[src/rtl/bcd_pkg.sv]
// Shared constants, state encoding and sizing helper for the serial binary-to-BCD engine.
package bcd_pkg;

    localparam int unsigned DIGIT_W     = 4;
    localparam int unsigned CORR_THRESH = 5;
    localparam int unsigned CORR_ADD    = 3;

    localparam int unsigned ST_W = 2;
    localparam logic [ST_W-1:0] ST_IDLE  = 2'd0;
    localparam logic [ST_W-1:0] ST_SHIFT = 2'd1;
    localparam logic [ST_W-1:0] ST_DONE  = 2'd2;

    // Smallest digit count D with 10^D > 2^bin_w (valid for bin_w up to 60).
    function automatic int unsigned min_digits(input int unsigned bin_w);
        longint unsigned lim;
        longint unsigned p;
        int unsigned     d;
        lim = 64'(1) << bin_w;
        p   = 64'(1);
        d   = 0;
        while (p <= lim) begin
            p = p * 64'(10);
            d = d + 1;
        end
        return d;
    endfunction

endpackage

[src/rtl/bcd_conv_sched_if.sv]
// Request/result bundle between the producers, the shared BCD engine and the display consumer.
interface bcd_conv_sched_if #(
    parameter int unsigned N_REQ  = 2,
    parameter int unsigned BIN_W  = 16,
    parameter int unsigned DIGITS = 5
);
    localparam int unsigned ID_W = (N_REQ > 1) ? $clog2(N_REQ) : 1;

    logic [N_REQ-1:0]       req_valid;
    logic [N_REQ*BIN_W-1:0] req_bin;
    logic [N_REQ-1:0]       req_ready;
    logic                   res_valid;
    logic                   res_ready;
    logic [ID_W-1:0]        res_id;
    logic [4*DIGITS-1:0]    res_bcd;
    logic                   busy;

    modport master (
        output req_valid, req_bin, res_ready,
        input  req_ready, res_valid, res_id, res_bcd, busy
    );

    modport slave (
        input  req_valid, req_bin, res_ready,
        output req_ready, res_valid, res_id, res_bcd, busy
    );
endinterface

[src/rtl/bcd_conv_sched_dabble_step.sv]
// One double-dabble iteration: per-digit add-3 correction, then shift in one serial bit.
module bcd_dabble_step
    import bcd_pkg::*;
#(
    parameter int unsigned DIGITS = 5
) (
    input  logic [DIGIT_W*DIGITS-1:0] digits,
    input  logic                      bit_in,
    output logic [DIGIT_W*DIGITS-1:0] digits_next
);
    localparam int unsigned BCD_W = DIGIT_W * DIGITS;

    logic [BCD_W-1:0] corr;

    // Correction is local to each nibble; no carry crosses digit boundaries.
    for (genvar i = 0; i < DIGITS; i++) begin : g_dig
        logic [DIGIT_W-1:0] d;
        assign d = digits[i*DIGIT_W +: DIGIT_W];
        assign corr[i*DIGIT_W +: DIGIT_W] =
            (d >= DIGIT_W'(CORR_THRESH)) ? d + DIGIT_W'(CORR_ADD) : d;
    end

    assign digits_next = (corr << 1) | {{(BCD_W-1){1'b0}}, bit_in};

endmodule

[src/rtl/bcd_conv_sched.sv]
// Round-robin scheduler in front of a single time-shared serial binary-to-BCD converter.
module bcd_conv_sched
    import bcd_pkg::*;
#(
    parameter int unsigned N_REQ  = 2,
    parameter int unsigned BIN_W  = 16,
    parameter int unsigned DIGITS = 5
) (
    input logic              clk,
    input logic              rst_n,
    bcd_conv_sched_if.slave  bus
);
    localparam int unsigned ID_W  = (N_REQ > 1) ? $clog2(N_REQ) : 1;
    localparam int unsigned CNT_W = $clog2(BIN_W + 1);
    localparam int unsigned BCD_W = DIGIT_W * DIGITS;

    if (DIGITS < min_digits(BIN_W)) begin : g_digits_chk
        $error("bcd_conv_sched: DIGITS too small for BIN_W");
    end
    if (N_REQ < 2 || N_REQ > 4) begin : g_nreq_chk
        $error("bcd_conv_sched: N_REQ must be 2..4");
    end

    logic [ST_W-1:0]  state_q,     state_nxt;
    logic [CNT_W-1:0] cnt_q,       cnt_nxt;
    logic [BIN_W-1:0] opnd_q,      opnd_nxt;
    logic [BCD_W-1:0] digits_q,    digits_nxt;
    logic [ID_W-1:0]  id_q,        id_nxt;
    logic [ID_W-1:0]  last_q,      last_nxt;
    logic             res_valid_q, res_valid_nxt;
    logic [BCD_W-1:0] res_bcd_q,   res_bcd_nxt;
    logic [ID_W-1:0]  res_id_q,    res_id_nxt;
    logic             busy_q,      busy_nxt;

    logic             arb_any;
    logic [ID_W-1:0]  arb_win;
    logic [ID_W-1:0]  arb_idx;
    logic [BIN_W-1:0] opnd_sel;
    logic [BCD_W-1:0] step_out;
    logic [N_REQ-1:0] gnt_c;

    // Round-robin search starting one past the last granted requester.
    always_comb begin
        arb_any = 1'b0;
        arb_win = '0;
        arb_idx = '0;
        for (int unsigned i = 1; i <= N_REQ; i++) begin
            arb_idx = ID_W'((32'(last_q) + i) % N_REQ);
            if (!arb_any && bus.req_valid[arb_idx]) begin
                arb_any = 1'b1;
                arb_win = arb_idx;
            end
        end
    end

    always_comb begin
        opnd_sel = '0;
        for (int unsigned k = 0; k < N_REQ; k++) begin
            if (arb_win == ID_W'(k)) opnd_sel = bus.req_bin[k*BIN_W +: BIN_W];
        end
    end

    assign gnt_c = (rst_n && state_q == ST_IDLE && arb_any) ? (N_REQ'(1) << arb_win) : '0;

    bcd_dabble_step #(.DIGITS(DIGITS)) u_step (
        .digits      (digits_q),
        .bit_in      (opnd_q[BIN_W-1]),
        .digits_next (step_out)
    );

    always_ff @(posedge clk or negedge rst_n) begin
        if (!rst_n) begin
            state_q     <= ST_IDLE;
            cnt_q       <= '0;
            opnd_q      <= '0;
            digits_q    <= '0;
            id_q        <= '0;
            last_q      <= ID_W'(N_REQ - 1);
            res_valid_q <= 1'b0;
            res_bcd_q   <= '0;
            res_id_q    <= '0;
            busy_q      <= 1'b0;
        end else begin
            state_q     <= state_nxt;
            cnt_q       <= cnt_nxt;
            opnd_q      <= opnd_nxt;
            digits_q    <= digits_nxt;
            id_q        <= id_nxt;
            last_q      <= last_nxt;
            res_valid_q <= res_valid_nxt;
            res_bcd_q   <= res_bcd_nxt;
            res_id_q    <= res_id_nxt;
            busy_q      <= busy_nxt;
        end
    end

    // Load happens on the grant edge; results are published only when entering DONE.
    always_comb begin
        state_nxt     = state_q;
        cnt_nxt       = cnt_q;
        opnd_nxt      = opnd_q;
        digits_nxt    = digits_q;
        id_nxt        = id_q;
        last_nxt      = last_q;
        res_valid_nxt = res_valid_q;
        res_bcd_nxt   = res_bcd_q;
        res_id_nxt    = res_id_q;
        busy_nxt      = busy_q;
        case (state_q)
            ST_IDLE: begin
                if (arb_any) begin
                    opnd_nxt   = opnd_sel;
                    digits_nxt = '0;
                    cnt_nxt    = '0;
                    id_nxt     = arb_win;
                    last_nxt   = arb_win;
                    busy_nxt   = 1'b1;
                    state_nxt  = ST_SHIFT;
                end
            end
            ST_SHIFT: begin
                digits_nxt = step_out;
                opnd_nxt   = {opnd_q[BIN_W-2:0], 1'b0};
                cnt_nxt    = cnt_q + CNT_W'(1);
                if (cnt_q == CNT_W'(BIN_W - 1)) begin
                    state_nxt     = ST_DONE;
                    res_valid_nxt = 1'b1;
                    res_bcd_nxt   = step_out;
                    res_id_nxt    = id_q;
                end
            end
            ST_DONE: begin
                if (bus.res_ready) begin
                    state_nxt     = ST_IDLE;
                    res_valid_nxt = 1'b0;
                    busy_nxt      = 1'b0;
                end
            end
            default: state_nxt = ST_IDLE;
        endcase
    end

    assign bus.req_ready = gnt_c;
    assign bus.res_valid = res_valid_q;
    assign bus.res_bcd   = res_bcd_q;
    assign bus.res_id    = res_id_q;
    assign bus.busy      = busy_q;

endmodule
[src/flat_wrapper.sv]
// flat-port wrapper written by rule: the top's interface ports become plain ports
module bcd_conv_sched_flat import bcd_pkg::*;
#(
    parameter int unsigned N_REQ  = 2,
    parameter int unsigned BIN_W  = 16,
    parameter int unsigned DIGITS = 5
)
  (clk, rst_n, bus_req_valid, bus_req_bin, bus_res_ready, bus_req_ready, bus_res_valid, bus_res_id, bus_res_bcd, bus_busy);
  bcd_conv_sched_if #(.N_REQ(N_REQ), .BIN_W(BIN_W), .DIGITS(DIGITS)) bus_i ();
  input logic clk;
  input logic rst_n;
  input wire logic [$bits(bus_i.req_valid)-1:0] bus_req_valid;
  input wire logic [$bits(bus_i.req_bin)-1:0] bus_req_bin;
  input wire logic [$bits(bus_i.res_ready)-1:0] bus_res_ready;
  output wire logic [$bits(bus_i.req_ready)-1:0] bus_req_ready;
  output wire logic [$bits(bus_i.res_valid)-1:0] bus_res_valid;
  output wire logic [$bits(bus_i.res_id)-1:0] bus_res_id;
  output wire logic [$bits(bus_i.res_bcd)-1:0] bus_res_bcd;
  output wire logic [$bits(bus_i.busy)-1:0] bus_busy;
  assign bus_i.req_valid = bus_req_valid;
  assign bus_i.req_bin = bus_req_bin;
  assign bus_i.res_ready = bus_res_ready;
  assign bus_req_ready = bus_i.req_ready;
  assign bus_res_valid = bus_i.res_valid;
  assign bus_res_id = bus_i.res_id;
  assign bus_res_bcd = bus_i.res_bcd;
  assign bus_busy = bus_i.busy;
  bcd_conv_sched #(.N_REQ(N_REQ), .BIN_W(BIN_W), .DIGITS(DIGITS)) u_core (.clk(clk), .rst_n(rst_n), .bus(bus_i));
endmodule
[config.mk]
export PLATFORM = sky130hd
export DESIGN_NAME = bcd_conv_sched_flat
export DESIGN_NICKNAME = d
export VERILOG_FILES = /design/src/rtl/bcd_pkg.sv /design/src/rtl/bcd_conv_sched_if.sv /design/src/rtl/bcd_conv_sched_dabble_step.sv /design/src/rtl/bcd_conv_sched.sv /design/src/flat_wrapper.sv
export SDC_FILE = /design/constraint.sdc
export NUM_CORES = 1
export LEC_CHECK = 0
export ABC_AREA = 1
export BUFFER_PORTS_ARGS = -buffer_cell sky130_fd_sc_hd__buf_4
export CORE_MARGIN = 2
export CORE_UTILIZATION = 62
export CTS_BUF_LIST = sky130_fd_sc_hd__clkbuf_8
export DETAILED_ROUTE_END_ITERATION = 10
export GPL_TIMING_DRIVEN = 0
export MAX_ROUTING_LAYER = met4
export PLACE_DENSITY = 0.95
export SLEW_MARGIN = 25
export SYNTH_ARGS = -nofsm -noshare
export SYNTH_HDL_FRONTEND = slang
export SYNTH_SLANG_ARGS = --single-unit
export TNS_END_PERCENT = 5
[constraint.sdc]
create_clock -name clk -period 4 [get_ports clk]
set_input_delay 0.8 -clock clk [delete_from_list [all_inputs] [get_ports clk]]
set_output_delay 0.8 -clock clk [all_outputs]
set_load 0.01 [all_outputs]
**Word level (Yosys, flattened, before mapping)**

Index checks and enable logic that the tools add are counted.

- Register bits: 68
- Bits in latches: 0
- RAM bits: 0
- Bits in read-only memories: 0
- Bits of input ports: 37
- Output and inout bits: 25
- Logic and storage cells: 77
- Memories kept: 0

- Add/sub/neg operators: 8
- Multiply operators: 0
- Div/mod/pow operators: 0
- Magnitude comparators: 7
- Equal/unequal tests: 6
- Shift-type cells: 1
- Multiplexer cells: 30
- Bitwise operators: 1
- Reduce and logical (&&, ||, !) cells: 14

Operators with widths:

| kind | count |
|---|---|
| 20-bit one-hot mux with 2 select lines | 1 |
| 16-bit two-way mux | 2 |
| 16-bit one-hot mux with 2 select lines | 1 |
| 4-bit by 3-bit greater-or-equal comparator with 1-bit output, second input constant | 5 |
| 20-bit two-way mux | 1 |
| 20-bit by 1-bit OR with 20-bit output | 1 |
| 4-bit by 2-bit adder with 4-bit output, second input constant | 4 |
| 4-bit two-way mux | 4 |
| 1-bit two-way mux | 11 |
| 5-bit one-hot mux with 2 select lines | 1 |
| 3-bit AND reduction | 3 |
| 2-bit two-way mux | 4 |
| 2-bit one-hot mux with 3 select lines | 1 |
| 2-bit AND reduction | 3 |
| 2-bit nonzero test | 3 |
| 5-bit by 1-bit adder with 5-bit output, second input constant | 1 |
| 5-bit by 4-bit == test with 1-bit output, second input constant | 1 |
| 5-bit two-way mux | 1 |
| 1-bit by 2-bit < comparator with 1-bit output, second input constant | 2 |
| 2-bit by 1-bit != test with 1-bit output, second input constant | 2 |
| 1-bit one-hot mux with 2 select lines | 2 |
| 3-bit by 2-bit adder with 3-bit output, second input constant | 1 |
| 1-bit logical AND | 3 |
| 3-bit two-way mux | 1 |
| other kinds (7) | 8 |

**Longest topological paths before layout**

Gate-level depths: netlist of the first run.

- Depth after elaboration: 10
- Mapped depth: 9
- Mapped depth without buffers: 9

**By module**

A second synthesis of the first run with hierarchy kept.

- Cells, all modules: 483
- Area, all modules: 3812.4 µm²

By module, submodules not included:

| module | times used | cells each | area each (µm²) | sequential area each (µm²) |
|---|---|---|---|---|
| bcd_conv_sched | 1 | 373 | 3184.3 | 1702.9 |
| bcd_dabble_step | 1 | 110 | 628.1 | 0.0 |

**Worst setup path after synthesis of the first run**

No wires, ideal clock.

- Path type: in2out
- Start point: input port bus_req_valid[0]
- End point: output port bus_req_ready[1]
- Data arrival time: 1.428 ns
- Required time: 3.200 ns
- Setup slack: 1.772 ns
- Stages on the path: 5
- Path buffers: 0
- Cells stage by stage: nand2_1 -> nand2_1 -> inv_1 -> nand2_1 -> nor2_1

- Word-level cells in the longest chain between the ends: 8
- Elaborated cells on any way between the ends: 13
- Those cells by class: 1 x shift; 9 x mux; 3 x reduce/logical

Ends and longest elaborated chain:

| element | line | source |
|---|---|---|
| start: declaration | flat_wrapper.sv:12 | `input wire logic [$bits(bus_i.req_valid)-1:0] bus_req_valid;` |
| 1-bit two-way mux (implied by the code) (2 in series) | bcd_conv_sched.sv:49 | `if (!arb_any && bus.req_valid[arb_idx]) begin` |
| 1-bit two-way mux | bcd_conv_sched.sv:49 |  |
| 1-bit zero test | bcd_conv_sched.sv:49 |  |
| 1-bit logical AND | bcd_conv_sched.sv:49 |  |
| 1-bit two-way mux | bcd_conv_sched.sv:49 |  |
| 1-bit by 1-bit << shifter with 2-bit output or 1-bit logical AND (tied branches) | bcd_conv_sched.sv:63 | `assign gnt_c = (rst_n && state_q == ST_IDLE && arb_any) ? (N_REQ'(1) << arb_win) : '0;` |
| 2-bit two-way mux (*) | bcd_conv_sched.sv:63 |  |
| end: declaration | flat_wrapper.sv:15 | `output wire logic [$bits(bus_i.req_ready)-1:0] bus_req_ready;` |

Every way passes the cells marked *; elsewhere a longest branch is shown, timed or not. The select of a mux whose other input is x is not followed.

**Worst setup path after layout of the first run**

- Start point: input port rst_n
- End point: output port bus_req_ready[0]

- Word-level cells in the longest chain between the ends: 3

Ends and longest elaborated chain:

| element | line | source |
|---|---|---|
| start: declaration | flat_wrapper.sv:11 | `input logic rst_n;` |
| 1-bit logical AND (2 in series) | bcd_conv_sched.sv:63 |  |
| 2-bit two-way mux | bcd_conv_sched.sv:63 |  |

No other way between the ends.

==> results of run 1 <==
[kinds of logic after synthesis]
| family | synth area share, % |
|---|---|
| compound gates | 5.56 |
| fa+ha+maj | 4.60 |
| buf+inv | 7.54 |
| flops | 48.2 |
| simple gates | 34.1 |
[final cells by class]
cell class	count	area (um2)	area share (%)
sequential	68	1700	40.1
clock inverter	4	17.5	0.412
buffer	16	101	2.38
tap	72	90.1	2.12
inverter	44	165	3.88
timing repair buffer	61	458	10.8
multi-input combinational	337	1570	36.8
clock buffer	11	151	3.56
[stage by stage]
step	std cells	power [uW]	utilization [%]
final	613	3310	77.2
after global routing	613	3600	77.2
after CTS	613	3310	77.2
after detailed placement	598	2780	74.1
after global placement	598	2650	74.1
after floorplan	465	2260	-
[report_power, final]
| group | total (uW) | internal, uW | leakage [uW] | switching (uW) |
|---|---|---|---|---|
| Sequential | 1250 | 1020 | 0.000836 | 236 |
| Clock | 503 | 249 | 0.0000976 | 254 |
| Combinational | 1560 | 598 | 0.00141 | 959 |
| Total | 3310 | 1860 | 0.00234 | 1450 |
[cells in the mapped netlist, types with 2 or more instances]
cell,count
nand2_1,176
dfrtp_1,67
nand3_1,67
inv_1,42
nor2_1,31
o21ai_0,20
ha_1,13
buf_2,9
nand4_1,9
o22ai_1,7
buf_6,4
nand2_2,4
clkbuf_1,3
o21ai_1,3
a21oi_1,2
inv_2,2
[metal layers]
layer / vias to the layer above / routed length, um
met5: - / 0
met4: 0 / 161
met3: 19 / 587
met2: 161 / 4470
met1: 1565 / 3380
li1: 1638 / -
[sequential cells by signal (all words and copies together) (netlist names), 2 cells and up]
name                flops
u_core.bus.res_bcd     20
u_core.cnt_q            5
u_core.digits_q        20
u_core.opnd_q          16
u_core.state_q          2
[worst reg2reg max path: stages (launching register included)]
cell and delay, ps:
dfrtp_1 420, ha_1 210, nand2_1 70, nor2_1 170, ha_1 220, nand2_2 80
buf_6 150, buf_6 150, nand2_1 60, o21ai_1 60
[worst paths after layout]
check / slack (ps) / endpoint / startpoint / cells after the start
max: 1200 / bus_req_ready[0] / rst_n / 4
min: 480 / u_core.opnd_q[15] / u_core.opnd_q[15] / 2
max reg2reg: 2300 / u_core.bus.res_bcd[11] / u_core.cnt_q[0] / 9
min reg2reg: 480 / u_core.opnd_q[15] / u_core.opnd_q[15] / 2
max in group asynchronous: 2890 / u_core.opnd_q[4] / rst_n / 1
min in group asynchronous: 560 / u_core.bus.res_bcd[19] / rst_n / 1
[layout by cell type (no fill, tap or decap), drive strengths merged, types with 2 or more instances in the layout]
cell,instances
nand4,9
ha,13
nor2,31
o22ai,7
nand3,67
buf,74
a21oi,2
nand2,180
clkbuf,14
inv,46
clkinv,2
dfrtp,67
o21ai,24
==> metrics, run 1 <==
run status completed; Critical-path top delay cell buf_4; core area 0.00551 mm2; ys async rst share 100%; design area approximately 0.0043 mm2; root buffer cell clkbuf_8; CP max FO 69; Placed Area slightly above 0.004 mm2; setup TNS 0 ps; post-CTS setup buffer count 0; I/O Buffers between 60 and 70; yosys warns 0; GR Layer Usage met3 between 6 and 7%; cell taking the most area after synthesis dfrtp_1; Antenna diodes 0; most used cell, CP buf_4; post-synthesis sequential area ratio between 40% and 50%; Min Hold Slack around 480 ps; Final Cycle Share a little over two thirds; Area Growth Syn to Fin 20.3%; worst rel slew slack a little over two fifths; delay-heaviest family, CP buffers and inverters; DRT Wirelength approximately 8.6 mm; CP Cell Sequence buf_4 -> inv_1 -> nor3_1 -> buf_4; Slew @ Worst Pin 854 ps; crit path launch type primary input; # nets final just under 600; antenna violations before repair 0; final setup violation count 0; vias in the first global route 3,352; number of synthesized flops with an enable pin 0; LEAKAGE 0.00234 uW; Synth cell types 22; WP data required around 3200 ps; die width about 80 um; Worst EP arrival about 2000 ps; GRT Max-Usage Layer met2; GRT Total Usage 30.6%; CTS Buffer Depth 2; row count 27; share of post-route cells with drive strength above 1 17.7%; MaxCap Viol Count 0; CP peak stage delay roughly 650 ps; min-delay worst type register to register; DP HPWL 6.06 mm; RSZ-0062 raised after global routing no; die span in y 79.5 um; Post-Synthesis Cells 465; Fmax 0.357 GHz; GR Overflow Total 0; Routed Antenna Nets 0; Clock Sink Count a little under 70; largest net degree at the start of global routing 70; worst path bufs/invs 3; setup ws final approximately 1200 ps; DRT iter0 DRCs ~370; hold buffers post-CTS 0; vias between 3,000 and 4,000; initial core utilization 64.2%; clock slew at reported path FFs around 70 ps; DIE AREA ~0.0063 mm2; met1 Track Usage GR around a third; cts repair resizes 0; Inserted Clock Buffers 9; Synth top area share 47.4%; global-route wire length before repair about 14 mm; Final Hold Vio Count 0; Max VDD drop between 0.3 and 0.4 mV; pwr dens between 700 and 800 mW/mm2; 1st-pass router iterations 5; final worst path period need around 2800 ps; max-slew violations 0; post-synthesis register bit count just under 70; Clock Latency Late Sink around 350 ps; Post-Syn Nets about 520; I/O Pins 62; Placer Congestion about 0.89; CTS tree built; drc violations 0; vias per inst roughly 5.5; Setup Skew roughly 6.3 ps; synthesized cell area 0.00353 mm2; filler instances just under 400; type of destination of the critical path output port; met2 Usage GRT 51.9%; critical path class primary input to output port; Setup WS pre-CTS around 1200 ps; Post-Syn Area per Cell between 7 and 8 um2; CTS H-tree lvls 3; ranking of synthesized cells by area dfrtp_1 47%, nand2_1 19%, nand3_1 9.5%; Most used DFF post-synth dfrtp_1; drt wl/cell 14.0 um
Power figures use the tool's default switching activity.
==> inputs of run 2 (changes only) <==
Settings changed: CORE_UTILIZATION 62 to 58, PLACE_DENSITY 0.95 to 0.9.
Clock period 4 ns to 2.65 ns, I/O delays scaled along.
==> run 2 against run 1 <==
  * Final area rose by 0.85%
  * First-iteration DRC count fell by 13%
  * Via count fell by 1.1%
  * Setup slack got worse by 790 ps
  * Register-to-register slack got worse by 1300 ps
  * Critical path type unchanged
  * Largest cell class unchanged
==> metrics, run 2 (synthesis results as in run 1) <==
run status completed (unchanged); WP data required 2120 ps (was 3200 ps); I/O Pins 62 (unchanged); Setup Skew 5.29 ps (was 6.25 ps); 1st-pass router iterations 5 (unchanged); DRT Wirelength 8.17 mm (was 8.61 mm); share of post-route cells with drive strength above 1 18.3% (was 17.7%); Worst EP arrival 1710 ps (was 2000 ps); RSZ-0062 raised after global routing no (unchanged); GR Overflow Total 0 (unchanged); Final Hold Vio Count 0 (unchanged); drc violations 0 (unchanged); initial core utilization 59.7% (was 64.2%); most frequent cells in the layout 176 x nand2_1, 67 x nand3_1, 67 x dfrtp_1, 61 x buf_4, 42 x inv_1 (was 176 x nand2_1, 67 x nand3_1, 67 x dfrtp_1, 61 x buf_4, 44 x inv_1); DP HPWL 5.92 mm (was 6.06 mm); cts repair resizes 0 (unchanged); final worst path period need 2240 ps; clock slew at reported path FFs 70 ps (about the same); crit path launch type primary input (unchanged); setup ws final 408 ps (was 1200 ps); drt wl/cell 13.2 um (was 14.0 um); worst reg2reg path depth 9 (unchanged); MaxCap Viol Count 0 (unchanged); Clock Latency Late Sink 350 ps (about the same); LEAKAGE 0.00235 uW (was 0.00234 uW); beginning of the critical path rst_n (unchanged); Slew @ Worst Pin 855 ps (was 854 ps); largest net degree at the start of global routing 70 (unchanged); min-delay worst type primary input to asynchronous set/reset pin (was register to register); vias per inst 5.42 (was 5.52); vias in the first global route 3,264 (was 3,352); Reg2Reg Setup Slack 1000 ps (was 2300 ps); Antenna diodes 0 (unchanged); most common cell after layout, fill and taps aside nand2_1 (unchanged); GRT Total Usage 27.6% (was 30.6%); row count 28 (was 27); Pwr Total 5060 uW (was 3310 uW); core area 0.00592 mm2 (was 0.00551 mm2); non-filler cells, final 617 (was 613); Cells after DPL 601 (was 598); global-route wire length before repair 13.8 mm (was 14.5 mm); die width 82.1 um (was 79.5 um); worst rel slew slack 43.0% (was 43.1%); DRT iter0 DRCs 322 (was 368); Inserted Clock Buffers 9 (unchanged); r2r endpoint u_core.bus.res_bcd[2] (was u_core.bus.res_bcd[11]); GR Layer Usage met3 6.26% (was 6.22%); post-CTS setup buffer count 0 (unchanged); Clock Sink Count 68 (unchanged); Max VDD drop 0.556 mV (was 0.341 mV); Placer Congestion 0.866 (was 0.890); final setup violation count 0 (unchanged); worst setup path end bus_req_ready[0] (unchanged); CTS Buffer Depth 2 (unchanged); antenna violations before repair 0 (unchanged); Setup WS pre-CTS 372 ps (was 1170 ps); hold buffers post-CTS 0 (unchanged); setup TNS 0 ps (unchanged); Fmax 0.446 GHz; met2 Usage GRT 47.1% (was 51.9%); pwr dens 1180 mW/mm2 (was 779 mW/mm2); vias 3,346 (was 3,383); die span in y 82.1 um (was 79.5 um); Routed Antenna Nets 0 (unchanged); DIE AREA 0.00673 mm2 (was 0.00632 mm2); CTS tree built (unchanged); max-slew violations 0 (unchanged); root buffer cell clkbuf_8 (unchanged); critical path class primary input to output port (unchanged); Area Growth Syn to Fin 21.3% (was 20.3%); I/O Buffers 61 (unchanged); # nets final 587 (unchanged); type of destination of the critical path output port (unchanged); CTS H-tree lvls 3 (unchanged); CP max FO 69 (unchanged); RR Startpoint u_core.cnt_q[1] (was u_core.cnt_q[0]); met1 Track Usage GR 31.4% (was 35.1%); GRT Max-Usage Layer met2 (unchanged); Final Cycle Share a little over four fifths
==> run 2: changes by cell type in the layout (fill, tap and decap cells not counted), sizes merged <==
cell and delta:
inv -2, bufinv +1, clkinv +2
==> run 2: cell type report <==
type                            instances  area, um2
Clock inverter                          5       50.0
Sequential cell                        68       1700
Inverter                               44        165
Fill cell                             488       1630
Buffer                                 16        101
Timing Repair Buffer                   61        458
Tap cell                               75       93.8
Multi-Input combinational cell        337       1570
Clock buffer                           11        151
==> run 2: worst min-delay path by stage <==
stage,start,end,slack (ps),depth (start not counted)
floorplan,rst_n,u_core.bus.busy,230,0
global placement,u_core.last_q,u_core.last_q,460,2
detailed placement,u_core.bus.res_bcd[18],u_core.bus.res_bcd[18],470,2
CTS,rst_n,u_core.digits_q[14],320,1
global route,rst_n,u_core.digits_q[14],360,1
finish,rst_n,u_core.bus.res_bcd[15],300,1
==> run 2: critical path, cell delays in order <==
cell and delay [ps]:
buf_4 660, inv_1 130, nor3_1 230, buf_4 150
==> run 2: where the power goes <==
group / internal [uW] / switching (uW) / total, uW
combinational: 901 / 1410 / 2310
sequential: 1540 / 341 / 1880
clock: 479 / 387 / 866
==> run 2: per-stage QoR <==
step	cell area [um2]	hold slack (ps)	util (%)
after floorplan	3530	234	-
after global placement	4090	456	69.0
after detailed placement	4090	468	69.0
after CTS	4290	316	72.4
after global routing	4290	355	72.4
final	4290	298	72.4
==> run 2: per-layer routing <==
metal	vias up	wire length, um
met5	-	0
met4	0	150
met3	18	564
met2	137	4040
met1	1555	3410
li1	1636	-
